$ cat config.mk
export PLATFORM = sky130hd
export DESIGN_NAME = axi_burst_mnq
export DESIGN_NICKNAME = d
export VERILOG_FILES = /design/src/rtl/axi_mnq_pkg.sv /design/src/rtl/axi_mnq_addr_gen.sv /design/src/rtl/axi_burst_mnq.sv
export SDC_FILE = /design/constraint.sdc
export NUM_CORES = 1
export LEC_CHECK = 0
export BUFFER_PORTS_ARGS = -buffer_cell sky130_fd_sc_hd__buf_2
export CORE_AREA = 4 4 224 226
export CTS_CLUSTER_SIZE = 12
export DETAILED_ROUTE_END_ITERATION = 8
export DIE_AREA = 0 0 228 230
export GPL_ROUTABILITY_DRIVEN = 0
export SYNTH_ARGS = -nofsm -noshare
export SYNTH_HDL_FRONTEND = slang
export SYNTH_SLANG_ARGS = --single-unit
$ cat constraint.sdc
create_clock -name clk -period 10.1 [get_ports clk]
set_input_delay 0.505 -clock clk [delete_from_list [all_inputs] [get_ports clk]]
set_output_delay 0.505 -clock clk [all_outputs]
set_load 0.005 [all_outputs]
$ cat src/rtl/axi_mnq_pkg.sv
// rtl/axi_mnq_pkg.sv - shared encodings, FSM states and request checks for axi_burst_mnq
package axi_mnq_pkg;

  localparam logic [1:0] BURST_FIXED = 2'b00;
  localparam logic [1:0] BURST_INCR  = 2'b01;
  localparam logic [1:0] BURST_WRAP  = 2'b10;

  localparam logic [1:0] RESP_OKAY   = 2'b00;
  localparam logic [1:0] RESP_SLVERR = 2'b10;

  typedef enum logic [1:0] {W_IDLE, W_DATA, W_RESP} w_state_t;
  typedef enum logic {R_IDLE, R_BURST} r_state_t;

  // A beat may not be wider than the data bus (max_log2 = log2 of the strobe width).
  function automatic logic size_ok(input logic [2:0] size, input int unsigned max_log2);
    return {29'b0, size} <= max_log2;
  endfunction

  // Only FIXED and INCR bursts with a bus-fitting size are served; all else is SLVERR.
  function automatic logic req_err(input logic [1:0] burst, input logic [2:0] size,
                                   input int unsigned max_log2);
    return !(burst == BURST_FIXED || burst == BURST_INCR) || !size_ok(size, max_log2);
  endfunction

endpackage

$ cat src/rtl/axi_mnq_addr_gen.sv
// rtl/axi_mnq_addr_gen.sv - next-beat and bus-aligned address for one burst
module axi_mnq_addr_gen
  import axi_mnq_pkg::*;
#(
  parameter int ADDR_W = 64,
  parameter int DATA_W = 64
) (
  input  logic [ADDR_W-1:0] cur_addr,
  input  logic [2:0]        size,
  input  logic [1:0]        burst,
  output logic [ADDR_W-1:0] next_addr,
  output logic [ADDR_W-1:0] aligned_addr
);

  localparam int OFF_W = $clog2(DATA_W / 8);

  // INCR steps by the beat size and wraps modulo 2^ADDR_W; FIXED stays put.
  assign next_addr    = (burst == BURST_INCR) ? cur_addr + (ADDR_W'(1) << size) : cur_addr;
  assign aligned_addr = {cur_addr[ADDR_W-1:OFF_W], OFF_W'(0)};

endmodule

$ cat src/rtl/axi_burst_mnq.sv
// rtl/axi_burst_mnq.sv - AXI4 burst slave bridging to a simple memory port
module axi_burst_mnq
  import axi_mnq_pkg::*;
#(
  parameter int ADDR_W = 64,
  parameter int DATA_W = 64,
  parameter int ID_W   = 4,
  parameter int STRB_W = DATA_W / 8
) (
  input  logic              clk,
  input  logic              rst,
  input  logic [ID_W-1:0]   s_axi_aw_id,
  input  logic [ADDR_W-1:0] s_axi_aw_addr,
  input  logic [7:0]        s_axi_aw_len,
  input  logic [2:0]        s_axi_aw_size,
  input  logic [1:0]        s_axi_aw_burst,
  input  logic              s_axi_aw_valid,
  output logic              s_axi_aw_ready,
  input  logic [DATA_W-1:0] s_axi_w_data,
  input  logic [STRB_W-1:0] s_axi_w_strb,
  input  logic              s_axi_w_last,
  input  logic              s_axi_w_valid,
  output logic              s_axi_w_ready,
  output logic [ID_W-1:0]   s_axi_b_id,
  output logic [1:0]        s_axi_b_resp,
  output logic              s_axi_b_valid,
  input  logic              s_axi_b_ready,
  input  logic [ID_W-1:0]   s_axi_ar_id,
  input  logic [ADDR_W-1:0] s_axi_ar_addr,
  input  logic [7:0]        s_axi_ar_len,
  input  logic [2:0]        s_axi_ar_size,
  input  logic [1:0]        s_axi_ar_burst,
  input  logic              s_axi_ar_valid,
  output logic              s_axi_ar_ready,
  output logic [ID_W-1:0]   s_axi_r_id,
  output logic [DATA_W-1:0] s_axi_r_data,
  output logic [1:0]        s_axi_r_resp,
  output logic              s_axi_r_last,
  output logic              s_axi_r_valid,
  input  logic              s_axi_r_ready,
  output logic              mem_rd_en,
  output logic [ADDR_W-1:0] mem_rd_addr,
  input  logic [DATA_W-1:0] mem_rd_data,
  output logic              mem_wr_en,
  output logic [ADDR_W-1:0] mem_wr_addr,
  output logic [DATA_W-1:0] mem_wr_data,
  output logic [STRB_W-1:0] mem_wr_strb
);

  localparam int unsigned MAX_SIZE = $clog2(STRB_W);

  w_state_t          w_state;
  logic [ID_W-1:0]   w_id;
  logic [ADDR_W-1:0] w_addr;
  logic [7:0]        w_len;
  logic [2:0]        w_size;
  logic [1:0]        w_burst;
  logic [7:0]        beat_cnt;
  logic              w_err;
  logic [ADDR_W-1:0] w_next;
  logic [ADDR_W-1:0] w_aligned;
  logic              w_hs;
  logic              w_final;

  r_state_t          r_state;
  logic [ADDR_W-1:0] r_addr;
  logic [2:0]        r_size;
  logic [1:0]        r_burst;
  logic [8:0]        r_remaining;
  logic              r_err;
  logic [ADDR_W-1:0] r_next;
  logic [ADDR_W-1:0] r_aligned;
  logic              r_issue;

  axi_mnq_addr_gen #(.ADDR_W(ADDR_W), .DATA_W(DATA_W)) u_wr_addr (
    .cur_addr(w_addr), .size(w_size), .burst(w_burst),
    .next_addr(w_next), .aligned_addr(w_aligned)
  );

  axi_mnq_addr_gen #(.ADDR_W(ADDR_W), .DATA_W(DATA_W)) u_rd_addr (
    .cur_addr(r_addr), .size(r_size), .burst(r_burst),
    .next_addr(r_next), .aligned_addr(r_aligned)
  );

  assign w_hs    = s_axi_w_valid && s_axi_w_ready;
  assign w_final = (beat_cnt == w_len);

  // Write command is issued in the same cycle as the W handshake; empty strobes skip memory.
  assign mem_wr_en   = w_hs && !w_err && (s_axi_w_strb != '0);
  assign mem_wr_addr = w_aligned;
  assign mem_wr_data = mem_wr_en ? s_axi_w_data : '0;
  assign mem_wr_strb = mem_wr_en ? s_axi_w_strb : '0;

  // A read beat issues when beats remain and the R output register is free or draining.
  assign r_issue     = (r_state == R_BURST) && (r_remaining != 9'd0) &&
                       (!s_axi_r_valid || s_axi_r_ready);
  assign mem_rd_en   = r_issue && !r_err;
  assign mem_rd_addr = r_aligned;

  // Write FSM: accept AW, count W beats to len, then hold B until accepted.
  always_ff @(posedge clk or posedge rst) begin
    if (rst) begin
      w_state        <= W_IDLE;
      w_id           <= '0;
      w_addr         <= '0;
      w_len          <= '0;
      w_size         <= '0;
      w_burst        <= '0;
      beat_cnt       <= '0;
      w_err          <= 1'b0;
      s_axi_aw_ready <= 1'b0;
      s_axi_w_ready  <= 1'b0;
      s_axi_b_valid  <= 1'b0;
      s_axi_b_id     <= '0;
      s_axi_b_resp   <= '0;
    end else begin
      case (w_state)
        W_IDLE: begin
          if (s_axi_aw_valid && s_axi_aw_ready) begin
            w_id           <= s_axi_aw_id;
            w_addr         <= s_axi_aw_addr;
            w_len          <= s_axi_aw_len;
            w_size         <= s_axi_aw_size;
            w_burst        <= s_axi_aw_burst;
            beat_cnt       <= '0;
            w_err          <= req_err(s_axi_aw_burst, s_axi_aw_size, MAX_SIZE);
            s_axi_aw_ready <= 1'b0;
            s_axi_w_ready  <= 1'b1;
            w_state        <= W_DATA;
          end else begin
            s_axi_aw_ready <= 1'b1;
          end
        end
        W_DATA: begin
          if (w_hs) begin
            w_addr   <= w_next;
            beat_cnt <= beat_cnt + 8'd1;
            if (s_axi_w_last != w_final) w_err <= 1'b1;
            // len is authoritative for burst end; a stray w_last only flags the error.
            if (w_final) begin
              s_axi_w_ready <= 1'b0;
              s_axi_b_valid <= 1'b1;
              s_axi_b_id    <= w_id;
              s_axi_b_resp  <= (w_err || !s_axi_w_last) ? RESP_SLVERR : RESP_OKAY;
              w_state       <= W_RESP;
            end
          end
        end
        W_RESP: begin
          if (s_axi_b_valid && s_axi_b_ready) begin
            s_axi_b_valid  <= 1'b0;
            s_axi_aw_ready <= 1'b1;
            w_state        <= W_IDLE;
          end
        end
        default: w_state <= W_IDLE;
      endcase
    end
  end

  // Read FSM: accept AR, stream len+1 beats through a single output register.
  always_ff @(posedge clk or posedge rst) begin
    if (rst) begin
      r_state        <= R_IDLE;
      r_addr         <= '0;
      r_size         <= '0;
      r_burst        <= '0;
      r_remaining    <= '0;
      r_err          <= 1'b0;
      s_axi_ar_ready <= 1'b0;
      s_axi_r_id     <= '0;
      s_axi_r_data   <= '0;
      s_axi_r_resp   <= '0;
      s_axi_r_last   <= 1'b0;
      s_axi_r_valid  <= 1'b0;
    end else begin
      case (r_state)
        R_IDLE: begin
          if (s_axi_ar_valid && s_axi_ar_ready) begin
            s_axi_r_id     <= s_axi_ar_id;
            r_addr         <= s_axi_ar_addr;
            r_size         <= s_axi_ar_size;
            r_burst        <= s_axi_ar_burst;
            r_err          <= req_err(s_axi_ar_burst, s_axi_ar_size, MAX_SIZE);
            r_remaining    <= {1'b0, s_axi_ar_len} + 9'd1;
            s_axi_ar_ready <= 1'b0;
            r_state        <= R_BURST;
          end else begin
            s_axi_ar_ready <= 1'b1;
          end
        end
        R_BURST: begin
          if (r_issue) begin
            s_axi_r_data  <= r_err ? '0 : mem_rd_data;
            s_axi_r_resp  <= r_err ? RESP_SLVERR : RESP_OKAY;
            s_axi_r_last  <= (r_remaining == 9'd1);
            s_axi_r_valid <= 1'b1;
            r_remaining   <= r_remaining - 9'd1;
            r_addr        <= r_next;
          end else if (s_axi_r_valid && s_axi_r_ready) begin
            s_axi_r_valid <= 1'b0;
            if (s_axi_r_last) begin
              s_axi_r_last   <= 1'b0;
              s_axi_ar_ready <= 1'b1;
              r_state        <= R_IDLE;
            end
          end
        end
        default: r_state <= R_IDLE;
      endcase
    end
  end

endmodule

==> impl_results.md, run 1 <==
* Status: completed
* Core area at 48,300 um^2
* Final Util at 40.7%
* Largest cells by area after synthesis: dfrtp_1, nand2_1, buf_4
* Post-CTS sizing at 0
* GRT Resource Usage Total at 21.0%
* Worst reg2reg path depth at 8
* Seq/Total Area, Yosys at 39.1%
* Vias in the first global route at 15,647
* Critical path class: reg2out
* Crit path required time at 9600 ps
* DRT antenna net count at 0
* Count leader, synth: nand2_1
* Top cells by count, synth: nand2_1, dfrtp_1, buf_4
* Grt met3 use at 4.74%
* DP HPWL at 43,200 um
* Share of layout cells above drive strength 1 at 29.4%
* Die Wd at 228 um
* Htree depth at 1
* Setup TNS at 0 ps
* FFs w/ async S/R, synth at 100%
* Detailed Route Iter0 Violations at 1,263
* Static Leak at 0.00949 uW
* CP Max Fanout at 113
* # Post-CTS Setup Buffers at 0
* Nets@finish at 2,668
* Hold Path Class: in2async
* Worst slew margin at 16.5%
* Post-route DRC at 0
* Worst clock skew at 12.0 ps
* #FFs+latches synth at 252
* Final slew viol count at 0
* Num CTS Buffers at 31
* Global routing usage on met1 at 27.7%
* Gr busiest metal: met2
* Fillers at 4,854
* Largest net degree at the start of global routing at 128
* Unrepaired setup endpoints after global routing: false
* Pre-CTS setup slack at 6610 ps
* Final setup vio count at 0
* Routed vias at 16,137
* Via/cell ratio at 5.40
* Total gr overflow at 0
* Startpoint types: flop
* Cell variety after synth at 85
* CTS clk-pin slew, worst paths at 60 ps
* Rows at 81
* Die area at 52,400 um^2
* Hold_buf cts at 0
* Worst skew pair latency at 570 ps
* Clock sinks at 252
* Worst-margin pin slew at 1250 ps
* IO Port Bufs at 581
* Number of hold violations in the final report at 0
* Ports at 590
* Setup ws final at 6270 ps
* EDFF count, synth at 0
* Max VDD drop at 0.000164 V
* Max Freq at 261 MHz
* Synth Flop Type: dfrtp_1
* Drt pass-1 iters at 7
* Clock tree root driver cell: clkbuf_16
* Cell Pwr Density at 244 nW/um^2
* Top cell type's share of synthesized area at 39.1%
* Post-synthesis cell count at 1,948
* Wire per inst at 19.6 um
* Final period utilization at 37.9%
* Fin crit period at 3830 ps
* Syn_area_per_cell at 8.28 um^2
* Die Y at 230 um
* Syn. warnings at 0
* Worst Setup End Kind: output pin
* Area grow syn2layout at 22.1%
* Cell taking the most area after synthesis: dfrtp_1
* Synth Cell Area at 16,100 um^2
* CTS tree: yes
* Critical path data arrival time at 3320 ps
* First-pass GRT wire length at 90,700 um
* WL final at 58,700 um
* Clock Path Buffers at 3
* Initial antenna violation count at 10
* Met2 usage at 34.9%
* MaxCap Viol Count at 0
* Initial Utilization at 33.4%
==> cell usage in the layout (no fill, tap or decap), types with 9 or more instances in the layout <==
cell type and count:
a31oi_1 17, nor3b_1 9, a211oi_1 20, o21a_1 12, inv_1 19, dfrtp_1 251, a2bb2oi_1 9, xor2_1 10
a21oi_1 122, mux2i_1 39, nand2_1 352, or3_1 18, a21o_1 11, o21ai_0 59, and3_1 39, nor2_1 121
o22a_1 17, nand3b_1 65, nand4_1 44, clkbuf_1 9, ha_1 20, clkbuf_16 31, o22ai_1 52, buf_2 581
nor3_1 61, nand3_1 67, o211ai_1 16, xnor2_1 22, buf_4 18, nor4_1 23, and2_1 82
==> final cells by class <==
| type | count | area (um^2) | area share (%) |
|---|---|---|---|
| clock inverter | 11 | 169 | 0.858 |
| inverter | 20 | 82.6 | 0.419 |
| timing repair buffer | 599 | 3040 | 15.5 |
| antenna | 4 | 10.0 | 0.0508 |
| multi-input combinational | 1436 | 8410 | 42.7 |
| tap | 622 | 778 | 3.95 |
| clock buffer | 46 | 892 | 4.53 |
| sequential | 252 | 6310 | 32.0 |
==> worst max-delay path, stage by stage (launching register included) <==
cell and delay (ps):
dfrtp_4 1240, o21ai_0 510, nand2b_2 330, buf_4 330, nor2_1 180, buf_2 140
==> metal layers <==
layer,up-vias,wire [um]
met2,656,27900
met5,-,87
met4,12,1800
li1,7580,-
met1,7766,24200
met3,123,4730
==> registers in the layout, summed over array words and instances (netlist names), 2 cells and up <==
| name | cells |
|---|---|
| s_axi_r_data | 64 |
| r_burst | 2 |
| w_id | 4 |
| beat_cnt | 8 |
| w_state | 2 |
| s_axi_b_id | 4 |
| r_addr | 64 |
| w_len | 8 |
| r_size | 3 |
| w_size | 3 |
| r_remaining | 9 |
| w_addr | 64 |
| w_burst | 2 |
| s_axi_r_id | 4 |
==> power by group <==
part | switching, uW | internal, uW | total, uW
combinational | 1070 | 798 | 1870
clock | 460 | 711 | 1170
sequential | 422 | 1350 | 1770
==> stage by stage <==
step | area, um^2 | total power, uW | hold WS (ps) | instances
floorplan | 16200 | 3050 | 437 | 1955
global placement | 18600 | 3590 | 446 | 2929
detailed placement | 18600 | 3640 | 450 | 2929
CTS | 19700 | 4840 | 95.0 | 2986
global route | 19700 | 5150 | 114 | 2987
finish | 19700 | 4810 | 95.5 | 2990
==> logic make-up (layout without fill, tap and decap cells) <==
family                   Yosys count  after routing  synth area share, %
multiplexers                      45             45                 2.84
AO/OA/AOI/OAI                    392            392                 15.7
buffers and inverters            267            676                 9.29
XOR/XNOR                          32             32                 1.74
AND/OR/NAND/NOR                  937            937                 29.5
adder cells (fa/ha/maj)           22             22                 1.80
flip-flops                       252            252                 39.1
other                              1             12               0.0233
==> worst paths after layout <==
path / start / to / slack, ps
hold / removal: rst / s_axi_r_data[41]$_DFFE_PP0P_ / 100
setup / recovery: r_state$_DFF_PP0_ / mem_rd_en / 6270
min in group clk: s_axi_ar_id[3] / s_axi_r_id[3]$_DFFE_PP0P_ / 130
hold reg to reg: s_axi_r_data[14]$_DFFE_PP0P_ / s_axi_r_data[14]$_DFFE_PP0P_ / 460
setup reg to reg: w_size[1]$_DFFE_PP0P_ / w_addr[58]$_DFFE_PP0P_ / 6550
max in group asynchronous: rst / w_addr[52]$_DFFE_PP0P_ / 7760
(Power assumes the default switching activity.)
==> run 2, diff against run 1 <==
- ABC_AREA: unset -> 1
- CORE_AREA: 4 4 224 226 -> 4 4 227 229
- DIE_AREA: 0 0 228 230 -> 0 0 231 233
- clock period: 10.1 -> 3.2 ns (I/O delays scaled with it)
==> run 2 against run 1 <==
Net effect:
- core utilization grew 8.2 points
- count of clock-buffer cells in the layout grew 4
- global-route usage grew 5.8 points
- design area grew 23%
- sequential share of layout area shrank 6.1 points
- largest power group unchanged
==> impl_results.md, run 2 <==
* Die area at 53,800 um^2 (+2.6%)
* Setup TNS at 0 ps (unchanged)
* Critical path class: reg2out
* Number of hold violations in the final report at 0 (unchanged)
* Startpoint types: flop
* #FFs+latches synth at 252 (unchanged)
* Dpl cell area at 20,900 um^2 (+12%)
* IO Port Bufs at 581 (unchanged)
* Clock tree root driver cell: clkbuf_16
* Max VDD drop at 0.000497 V (+200%)
* Post-layout instance area at 24,300 um^2 (+23%)
* Seq/Total Area, Yosys at 34.6% (-4.5 points)
* Initial Utilization at 36.7% (+3.4 points)
* Post-CTS sizing at 0 (unchanged)
* EDFF count, synth at 0 (unchanged)
* Share of layout cells above drive strength 1 at 19.9% (-9.5 points)
* FFs w/ async S/R, synth at 100% (unchanged)
* Hold Path Class: in2reg
* Syn. warnings at 0 (unchanged)
* Htree depth at 1 (unchanged)
* Post-synthesis cell count at 2,839 (+46%)
* Worst-margin pin slew at 960 ps (-293 ps)
* Detailed Route Iter0 Violations at 1,648 (+30%)
* Clock sinks at 252 (unchanged)
* Top cells by count, synth: nand2_1, nor2_1, inv_1
* Largest cells by area after synthesis: dfrtp_1, nand2_1, nor2_1
* Core area at 49,700 um^2 (+2.7%)
* Rows at 82 (+1.2%)
* Worst Setup End Kind: output pin
* Commonest non-fill, non-tap cell in the layout: nand2_1
* Unrepaired setup endpoints after global routing: false
* WL final at 75,400 um (+28%)
* Regs by FF count: r_addr x64, s_axi_r_data x64, w_addr x64
* DRT antenna net count at 0 (unchanged)
* Area grow syn2layout at 33.2%
* Cell variety after synth at 42 (-51%)
* Num CTS Buffers at 31 (unchanged)
* GRT Resource Usage Total at 26.9% (+5.8 points)
* Routed vias at 20,917 (+30%)
* Syn_area_per_cell at 6.42 um^2 (-22%)
* Pre-CTS setup slack at 536 ps (-6070 ps)
* Clock Path Buffers at 3 (unchanged)
* Via/cell ratio at 4.99 (-7.6%)
* Final slew viol count at 0 (unchanged)
* Synth Cell Area at 18,200 um^2 (+13%)
* Max Freq at 360 MHz
* Cell Pwr Density at 737 nW/um^2 (+200%)
* Final period utilization at 86.7%
* # Post-CTS Setup Buffers at 0 (unchanged)
* Ports at 590 (unchanged)
* Status: completed
* Nets@finish at 3,816 (+43%)
* Fin crit period at 2780 ps
* Pwr Total at 17,900 uW (+270%)
* Count leader, synth: nand2_1
* CTS tree: yes
* Worst slew margin at 35.9% (+19 points)
* Crit path required time at 3040 ps (-6560 ps)
* Commonest cells after routing, fill and taps aside: nand2_1, buf_2, nor2_1
* Final setup vio count at 0 (unchanged)
* Static Leak at 0.0130 uW (+37%)
* CP Max Fanout at 63 (-44%)
* DP HPWL at 57,600 um (+33%)
* Top cell type's share of synthesized area at 34.6% (-4.5 points)
* Die Y at 233 um (+1.3%)
* Drt pass-1 iters at 6 (-1)
* Worst skew pair latency at 590 ps (+20 ps)
* Hold_buf cts at 223 (+223)
* Hold Slack at 25.8 ps (-69.7 ps)
* Initial antenna violation count at 11 (+1)
* CTS clk-pin slew, worst paths at 70 ps (about the same)
* Cell taking the most area after synthesis: dfrtp_1
* Vias in the first global route at 20,025 (+28%)
* Total gr overflow at 0 (unchanged)
* First-pass GRT wire length at 115,000 um (+27%)
* Setup ws final at 425 ps (-5850 ps)
* Critical path data arrival time at 2620 ps (-700 ps)
* Die Wd at 231 um (+1.3%)
* Synth Flop Type: dfrtp_1
* Wire per inst at 18.0 um (-8.5%)
* Largest net degree at the start of global routing at 81 (-37%)
* MaxCap Viol Count at 0 (unchanged)
* Worst clock skew at 18.5 ps (+6.48 ps)
* Post-route DRC at 0 (unchanged)
==> run 2: kinds of logic after synthesis <==
kind of cell	Yosys count	share of synthesized area, %
DFF	252	34.6
xor gates and xnor gates	17	0.817
buffers and inverters	590	15.3
other	1	0.0206
and+or+nand+nor	1660	37.7
adders and majority gates	22	1.59
AOI/OAI and AO/OA	297	9.98
==> run 2: cell type report <==
class                           instances  area [um^2]
Fill cell                            5119        25400
Multi-Input combinational cell       2004         9180
Sequential cell                       252         6310
Timing Repair Buffer                  835         5450
Inverter                              364         1370
Clock buffer                           50         1010
Tap cell                              672          841
Clock inverter                          8          108
Antenna cell                           10         25.0
==> run 2: path summary, 6_finish.rpt <==
kind | slack [ps] | startpoint | to | depth (start not counted)
setup / recovery | 420 | s_axi_w_ready$_DFFE_PP0P_ | mem_wr_data[1] | 7
hold / removal | 30 | s_axi_aw_addr[44] | w_addr[44]$_DFFE_PP0P_ | 5
setup reg to reg | 520 | w_size[0]$_DFFE_PP0P_ | w_addr[33]$_DFFE_PP0P_ | 12
hold reg to reg | 460 | w_burst[1]$_DFFE_PP0P_ | w_burst[1]$_DFFE_PP0P_ | 2
max in group asynchronous | 2180 | rst | beat_cnt[5]$_DFFE_PP0P_ | 4
min in group asynchronous | 220 | rst | s_axi_r_valid$_DFFE_PP0P_ | 3
==> run 2: power by group <==
group / switching [uW] / total [uW] / internal [uW] / leakage, uW
Clock: 1530 / 3830 / 2310 / 0.000555
Sequential: 1640 / 6050 / 4410 / 0.00318
Combinational: 4900 / 8020 / 3120 / 0.00922
==> run 2: metrics by stage <==
step / util, % / instances
after floorplan: - / 2846
after global placement: 42.1 / 3904
after detailed placement: 42.1 / 3904
after CTS: 48.9 / 4185
after global routing: 48.9 / 4194
final: 48.9 / 4195
==> run 2: worst max-delay path, stage by stage (launching register included) <==
cell and delay, ps:
dfrtp_1 380, nand2_1 130, or2_2 310, nor2_1 180, inv_2 370, buf_4 330, nor2_1 150, buf_2 140
==> run 2: per-layer routing <==
layer  global-route usage, %  vias up  wire length, um
met5                       0        -                0
met4                    11.5        0             3640
met3                    3.61      167             4580
met2                    47.3      825            36900
met1                    33.0     9763            30300
li1                        -    10162                -
==> run 3, diff against run 2 <==
- BUFFER_PORTS_ARGS: -buffer_cell sky130_fd_sc_hd__buf_2 -> unset
- CORE_AREA: 4 4 227 229 -> 4 4 228 230
- CTS_CLUSTER_DIAMETER: unset -> 60
- DIE_AREA: 0 0 231 233 -> 0 0 232 234
- DONT_BUFFER_PORTS: unset -> 1
==> run 3 against run 2 <==
Net effect:
- critical path depth up 7
- highest routed layer unchanged
- largest power group is now sequential cells
- worst hold slack improved by 36 ps
- critical endpoint is now r_addr[36]$_DFFE_PP0P_
- sequential power is 7.8% higher
==> impl_results.md, run 3 (same netlist as run 2, synthesis figures left out) <==
* Fin crit period at 2900 ps (+126 ps)
* Final slew viol count at 0 (unchanged)
* Initial antenna violation count at 17 (+6)
* First-pass GRT wire length at 108,000 um (-5.5%)
* Final Util at 42.8% (-6.1 points)
* Routed vias at 19,414 (-7.2%)
* Die Y at 234 um (+0.43%)
* Unrepaired setup endpoints after global routing: false
* P_int at 8810 uW (-10%)
* FF/Latch Area at 6310 um^2 (unchanged)
* Crit path required time at 3620 ps (+580 ps)
* Post-layout instance area at 21,400 um^2 (-12%)
* Hold Slack at 62.2 ps (+36.4 ps)
* GRT Resource Usage Total at 25.5% (-1.4 points)
* MaxCap Viol Count at 0 (unchanged)
* Htree depth at 2 (+1)
* Area of the multi-input gates at 9180 um^2 (unchanged)
* Worst Setup End Kind: flop
* Clock tree root driver cell: clkbuf_16
* Hold Path Class: in2reg
* Post-route DRC at 0 (unchanged)
* Final setup vio count at 0 (unchanged)
* Clock power frac at 22.0% (+0.6 points)
* Worst skew pair latency at 540 ps (-50 ps)
* Drt pass-1 iters at 8 (+2)
* Worst slew margin at 31.8% (-4.1 points)
* Worst clock skew at 20.1 ps (+1.54 ps)
* Pwr Total at 16,600 uW (-7.2%)
* DP HPWL at 54,800 um (-4.8%)
* Clock Path Buffers at 3 (unchanged)
* Max VDD drop at 0.000568 V (+14%)
* Core area at 49,900 um^2 (+0.41%)
* Die Wd at 232 um (+0.43%)
* Share of layout cells above drive strength 1 at 3.65% (-16 points)
* CTS clk-pin slew, worst paths at 60 ps (about the same)
* Startpoint types: flop
* Largest net degree at the start of global routing at 110 (+36%)
* Commonest cells after routing, fill and taps aside: nand2_1, nor2_1, inv_1
* Static Leak at 0.0104 uW (-20%)
* Seq pwr share at 39.2% (+5.4 points)
* Max Freq at 345 MHz (-4.4%)
* Commonest non-fill, non-tap cell in the layout: nand2_1
* Via/cell ratio at 5.36 (+7.5%)
* CTS tree: yes
* Rows at 82 (unchanged)
* CP Max Fanout at 10 (-84%)
* Initial Utilization at 36.6% (-0.15 points)
* Worst-margin pin slew at 1020 ps (+60.9 ps)
* IO Port Bufs at 0 (-100%)
* Gate power share at 38.8% (-6.0 points)
* Num CTS Buffers at 34 (+9.7%)
* Fillers at 5,093 (-0.51%)
* Detailed Route Iter0 Violations at 1,613 (-2.1%)
* Number of hold violations in the final report at 0 (unchanged)
* Sw frac at 46.9% (+1.9 points)
* Dpl cell area at 18,000 um^2 (-14%)
* Vias in the first global route at 18,552 (-7.4%)
* DRT antenna net count at 0 (unchanged)
* Clock sinks at 252 (unchanged)
* Critical path data arrival time at 3320 ps (+700 ps)
* Total gr overflow at 0 (unchanged)
* Cell Pwr Density at 777 nW/um^2 (+5.5%)
* Regs by FF count: r_addr x64, s_axi_r_data x64, w_addr x64
* Final period utilization at 90.7% (+4.0 points)
* Area grow syn2layout at 17.1%
* Status: completed
* Die area at 54,300 um^2 (+0.86%)
* Critical path class: reg2reg
* Wire per inst at 20.1 um (+12%)
* WL final at 72,700 um (-3.6%)
* Switching Power at 7800 uW (-3.3%)
* Nets@finish at 3,241 (-15%)
* Ports at 590 (unchanged)
==> run 3: final timing paths <==
kind	start	end	slack, ps	cells past startpoint
max in group asynchronous	rst	s_axi_w_ready$_DFFE_PP0P_	1940	3
min in group asynchronous	rst	r_addr[30]$_DFFE_PP0P_	330	2
setup / recovery	r_size[0]$_DFFE_PP0P_	r_addr[36]$_DFFE_PP0P_	300	14
setup reg to reg	r_size[0]$_DFFE_PP0P_	r_addr[36]$_DFFE_PP0P_	300	14
hold / removal	s_axi_ar_len[3]	r_remaining[4]$_DFFE_PP0P_	60	5
hold reg to reg	w_burst[1]$_DFFE_PP0P_	w_burst[1]$_DFFE_PP0P_	480	2
==> run 3: area by class of cell <==
class                   count  area share, %
clock inverters            14          0.720
clock buffers              40           4.14
flip-flops and latches    252           29.5
repair buffers            257           12.1
multi-input cells        2004           43.0
inverters                 364           6.41
diodes                     18          0.211
well taps                 672           3.94
==> run 3: power by group through the flow <==
stage | logic (uW) | clock network (uW) | registers, uW
4_1_cts | 6350 | 3750 | 6460
3_3_place_gp | 5910 | 0 | 6480
3_5_place_dp | 6080 | 0 | 6500
6_report | 6440 | 3650 | 6520
5_1_grt | 7270 | 3870 | 6640
2_1_floorplan | 5760 | 0 | 5460
==> run 3: worst max-delay path: stages (launching register included) <==
cell and delay [ps]:
dfrtp_1 410, inv_1 120, nor3_1 360, fa_1 340, nand2_1 100, nand3_1 100
nand3_1 90, nand2_1 370, nand2_1 310, inv_1 170, nand2_1 100, o21ai_0 150
nand2_1 70, nand2_1 60, inv_1 40
==> run 3: per-layer routing <==
metal,routed length (um),vias up,part of all wire [%],global-route usage (%)
met2,35400,1029,49,44.3
li1,-,9034,-,-
met1,27500,9187,38,29.9
met5,0,-,0,0
met4,4040,0,5.6,12.9
met3,5770,164,7.9,5.27
==> run 3: per-stage QoR <==
stage               TNS, ps  setup slack, ps  instances
CTS                       0              132       3603
floorplan            -69470             -276       2846
finish                    0              298       3621
global placement          0              345       3317
global route              0             21.7       3619
detailed placement        0              370       3317
==> run 3: what timing repair did <==
item                                   in CTS  in global routing
gates resized for setup                     0                  1
hold buffers                              232                  0
setup endpoints to repair                   0                  1
endpoints found under the hold margin     262                  0
buffers inserted                            0                  0
